<file path="src/rtl/serial_sub_pkg.sv">
// serial_sub_pkg: shared FSM state type for the bit-serial subtractor.
package serial_sub_pkg;
    typedef enum logic [1:0] {IDLE, RUN, DONE} state_e;
endpackage

</file>
<file path="src/rtl/full_sub.sv">
// full_sub: combinational 1-bit full subtractor cell.
module full_sub (
    input  logic x,
    input  logic y,
    input  logic bin,
    output logic d,
    output logic bout
);
    assign d    = x ^ y ^ bin;
    assign bout = (~x & y) | (~x & bin) | (y & bin);
endmodule

</file>
<file path="src/rtl/serial_sub.sv">
// serial_sub: bit-serial unsigned subtractor, one bit per clock LSB first, start/done handshake.
module serial_sub
    import serial_sub_pkg::*;
#(
    parameter int WIDTH = 4
) (
    input  logic             clk,
    input  logic             reset,
    input  logic             start,
    input  logic [WIDTH-1:0] a,
    input  logic [WIDTH-1:0] b,
    output logic             busy,
    output logic             done,
    output logic [WIDTH-1:0] diff,
    output logic             borrow
);
    localparam int CNT_W = $clog2(WIDTH);
    state_e           state_q, state_d;
    logic [WIDTH-1:0] a_q, a_d, b_q, b_d, sh_q, sh_d, diff_q, diff_d;
    logic [CNT_W-1:0] cnt_q, cnt_d;
    logic             br_q, br_d, borrow_q, borrow_d, d, bout, last;
    full_sub u_fs (.x(a_q[0]), .y(b_q[0]), .bin(br_q), .d(d), .bout(bout));
    assign last   = cnt_q == CNT_W'(WIDTH - 1);
    assign busy   = state_q == RUN;
    assign done   = state_q == DONE;
    assign diff   = diff_q;
    assign borrow = borrow_q;
    always_comb begin
        state_d  = state_q;
        a_d      = a_q;
        b_d      = b_q;
        sh_d     = sh_q;
        br_d     = br_q;
        cnt_d    = cnt_q;
        diff_d   = diff_q;
        borrow_d = borrow_q;
        case (state_q)
            IDLE: if (start) begin
                state_d = RUN;
                a_d     = a;
                b_d     = b;
                sh_d    = '0;
                br_d    = 1'b0;
                cnt_d   = '0;
            end
            RUN: begin
                a_d   = a_q >> 1;
                b_d   = b_q >> 1;
                // each difference bit enters at the MSB so the first (LSB) ends up in bit 0
                sh_d  = (sh_q >> 1) | {d, {(WIDTH-1){1'b0}}};
                br_d  = bout;
                cnt_d = last ? cnt_q : cnt_q + CNT_W'(1);
                if (last) begin
                    state_d  = DONE;
                    diff_d   = sh_d;
                    borrow_d = bout;
                end
            end
            DONE:    state_d = IDLE;
            default: state_d = IDLE;
        endcase
    end
    always_ff @(posedge clk) begin
        if (reset) begin
            state_q  <= IDLE;
            a_q      <= '0;
            b_q      <= '0;
            sh_q     <= '0;
            br_q     <= 1'b0;
            cnt_q    <= '0;
            diff_q   <= '0;
            borrow_q <= 1'b0;
        end else begin
            state_q  <= state_d;
            a_q      <= a_d;
            b_q      <= b_d;
            sh_q     <= sh_d;
            br_q     <= br_d;
            cnt_q    <= cnt_d;
            diff_q   <= diff_d;
            borrow_q <= borrow_d;
        end
    end
endmodule

</file>
<file path="config.mk">
export PLATFORM = sky130hd
export DESIGN_NAME = serial_sub
export DESIGN_NICKNAME = d
export VERILOG_FILES = /design/src/rtl/serial_sub_pkg.sv /design/src/rtl/full_sub.sv /design/src/rtl/serial_sub.sv
export SDC_FILE = /design/constraint.sdc
export NUM_CORES = 1
export LEC_CHECK = 0
export CORE_AREA = 2 2 46 48
export DETAILED_ROUTE_END_ITERATION = 7
export DIE_AREA = 0 0 48 50
export GPL_TIMING_DRIVEN = 0
export HOLD_SLACK_MARGIN = 0.08
export PLACE_DENSITY_LB_ADDON = 0.25
export SKIP_LAST_GASP = 1
export SYNTH_ARGS = -nofsm -noshare
export SYNTH_HDL_FRONTEND = slang
export SYNTH_SLANG_ARGS = --single-unit
</file>
<file path="constraint.sdc">
create_clock -name clk -period 2 [get_ports clk]
set_clock_uncertainty 0.15 [all_clocks]
set_input_delay 0.5 -clock clk [delete_from_list [all_inputs] [get_ports clk]]
set_output_delay 0.5 -clock clk [all_outputs]
set_load 0.02 [all_outputs]
</file>
==> results.md <==
- Outcome: finished, final reports clean
- # DRC: 0
- Area share of the largest cell type after synthesis: a little over two fifths
- Hold path start: diff[0]
- Count of final setup violators: 0
- RePlAce Congestion: 0.805
- Fill cells: 176
- Dpl hpwl: 1360 um
- Max-slew violations: 0
- P per Cell Area: about 660 nW/um^2
- Port buffer count: 16
- Crit path largest cell delay: 0.63 ns
- WL/cell: 12.6 um
- Largest net degree at the start of global routing: 14
- Syn Inst Count: 106
- Worst Setup SP: diff[2]
- GRT Util Overall: 17.4%
- Slowest CP cell: clkdlybuf4s50_1
- Clock sinks: 21
- Post-cts resize count: 3
- Mapped Area: 962 sq um
- Ys Warns: 0
- Die Area: 2400 sq um
- Worst path cell trace: clkdlybuf4s50_1
- Minimum clock period: 1.94 ns
- Worst vdd ir: 0.411 mV
- Leak: 0.438 nW
- Standard-cell rows: 16
- IO Pins: 18
- Worst Hold Path Cells: 2
- Post-synthesis cell type count: 30
- Synthesized area per cell: 9.08 sq um
- Final hold vios: 0
- Cell count along the critical path: 1
- Core area: 1900 sq um
- Fin util: 61.9%
- Slew Limit Headroom: 67.9%
- 1st-pass router iterations: 5
- Clk_lat worst skew: just over 0.3 ns
- Slew at the pin closest to its max-slew limit: 0.482 ns
- Delay-heaviest family, CP: buffers and inverters
- Critical Path Source Type: register
- Hold Worst Slack: 0.316 ns
- TNS Setup: 0 ns
- # nets final: 140
- Top cells by area, synth: dfxtp_1 44%, a21oi_1 7.3%, nor2_1 5.9%, mux2i_1 4.2%, o221a_1 3.5%
- RR Startpoint: cnt_q[0]
- Total Wirelength: between 1500 and 2000 um
- Worst-path clk slew: ~0.11 ns
- Die Y: 50 um
- Total gr overflow: 0
- Critical path capture point type: primary output
- Data arrival, critical path: around 1.3 ns
- FF/Latch Area: roughly 420 sq um
- Vias: between 800 and 900
- Share of layout cells above drive strength 1: 15.1%
- Clock tree buffer depth: 2
- CP required: 1.35 ns
- Post-route ant nets: 0
- H-tree depth: 1
- Die X: about 48 um
- #FFs+latches synth: 21
- Initial Util: 50.6%
- Number of max-cap violations: 0
- Hold_buf cts: 0
- Setup Buffers After CTS: 0
- Worst Path Buf+Inv: 1
- Root buffer cell: clkbuf_4
- CP Class: register to primary output
- R2R depth: 4
- Initial antenna violation count: 0
- TritonCTS clock tree: built
- F_max: around 0.51 GHz
- Vias in the first global route: 711
- Global-route wire length before repair: 3080 um
- Area of the multi-input gates: 470 sq um
- Top cell type by total area after synthesis: dfxtp_1
- Num CTS Buffers: 3
- Ant diodes: 0
- Syn nets: roughly 120
- Final Instance Area: 1180 sq um
- Mean number of vias per cell: 5.25
- Worst Hold Class: register to register
- Fin crit share: 97.1%
- Synth-to-layout area growth: 22.4%
- DRT iter0 DRCs: 19
- RSZ-0062 raised after global routing: no
- DP Area: 1160 sq um
- Critical Path Fanout Max: 2
- Post-synthesis sequential area ratio: 43.7%
## final timing paths
kind         endpoint  slack, ns
max reg2reg   diff[3]       0.56
min           diff[0]       0.32
max           diff[2]       0.06
min reg2reg   diff[0]       0.32
## layer usage
layer	vias to the layer above	share of wire (%)	routed length, um	GRT usage (%)
li1	415	-	-	-
met1	368	49	939	25.8
met2	19	45	876	25.3
met3	2	5.3	103	2.93
met4	0	0.41	8	4.95
met5	-	0	0	0
## power by group
part | leakage, nW | internal (mW) | switching [mW]
Clock | 0.0139 | 0.0762 | 0.134
Combinational | 0.252 | 0.0598 | 0.0608
Sequential | 0.172 | 0.437 | 0.0128
## worst register-to-register path, cell delays in order, from the launching register on
cell and delay (ns):
dfxtp_1 0.40, ha_1 0.24, buf_2 0.24, a21oi_1 0.10, a311oi_2 0.23
## cell type report
cell class	instances	share of cell area (%)
Tap cell	27	2.87
Clock buffer	3	1.91
Multi-Input combinational cell	72	40.0
Clock inverter	1	0.638
Buffer	7	3.93
Timing Repair Buffer	16	12.8
Inverter	6	2.13
Sequential cell	21	35.8
## cells by family (layout without fill, tap and decap cells)
logic type / after synthesis / after routing / share of synthesized area [%]
adder cells (fa/ha/maj): 2 / 2 / 3.38
AND/OR/NAND/NOR: 35 / 35 / 18.9
AO/OA/AOI/OAI: 31 / 31 / 22.5
buffers and inverters: 13 / 33 / 7.41
flip-flops: 21 / 21 / 43.7
multiplexers: 4 / 4 / 4.16
## layout by cell type (no fill, tap or decap)
master,instances
o21ai_0,1
a31oi_1,2
dfxtp_1,20
o21ba_2,1
nand3_1,6
nand3b_1,2
mux2i_1,4
buf_2,1
nor2_1,15
nand2b_4,1
o21bai_2,1
inv_4,1
clkbuf_4,3
a21oi_1,14
nor2b_1,2
a311oi_2,1
clkbuf_1,2
dfxtp_2,1
nand3b_2,1
o221a_1,3
clkbuf_2,2
nor4b_2,1
nand2_1,6
nor3_1,1
a22oi_1,3
clkinvlp_4,1
a2bb2oi_1,1
fa_1,1
ha_1,1
buf_6,1
clkdlybuf4s50_1,14
a211oi_1,3
o21ai_1,1
inv_1,5
buf_4,3
## registers in the layout, indices dropped and copies added (netlist names)
| register | cells |
|---|---|
| state_q | 2 |
| br_q | 1 |
| cnt_q | 2 |
| a_q | 4 |
| diff | 4 |
| borrow | 1 |
| sh_q | 3 |
| b_q | 4 |
## metrics by stage
| step | std cells | setup slack [ns] | total power, mW |
|---|---|---|---|
| 5_1_grt | 153 | 0.00308 | 0.814 |
| 3_3_place_gp | 149 | -0.0125 | 0.578 |
| 4_1_cts | 153 | -0.0188 | 0.781 |
| 2_1_floorplan | 106 | 0.451 | 0.541 |
| 3_5_place_dp | 149 | -0.00311 | 0.581 |
| 6_report | 153 | 0.0581 | 0.781 |
## synthesized netlist by cell type (all sizes together)
cell type / number
nor2b: 2
inv: 6
a31oi: 2
o21ba: 1
dfxtp: 21
o221a: 3
nor3: 1
nand2b: 1
a21oi: 14
mux2i: 4
o21bai: 1
a2bb2oi: 1
clkbuf: 2
nand2: 6
o21ai: 2
ha: 1
nand3b: 3
fa: 1
nand3: 6
a22oi: 3
buf: 5
nor4b: 1
nor2: 15
a211oi: 3
a311oi: 1
No activity file was read; power rests on OpenSTA's default activity.
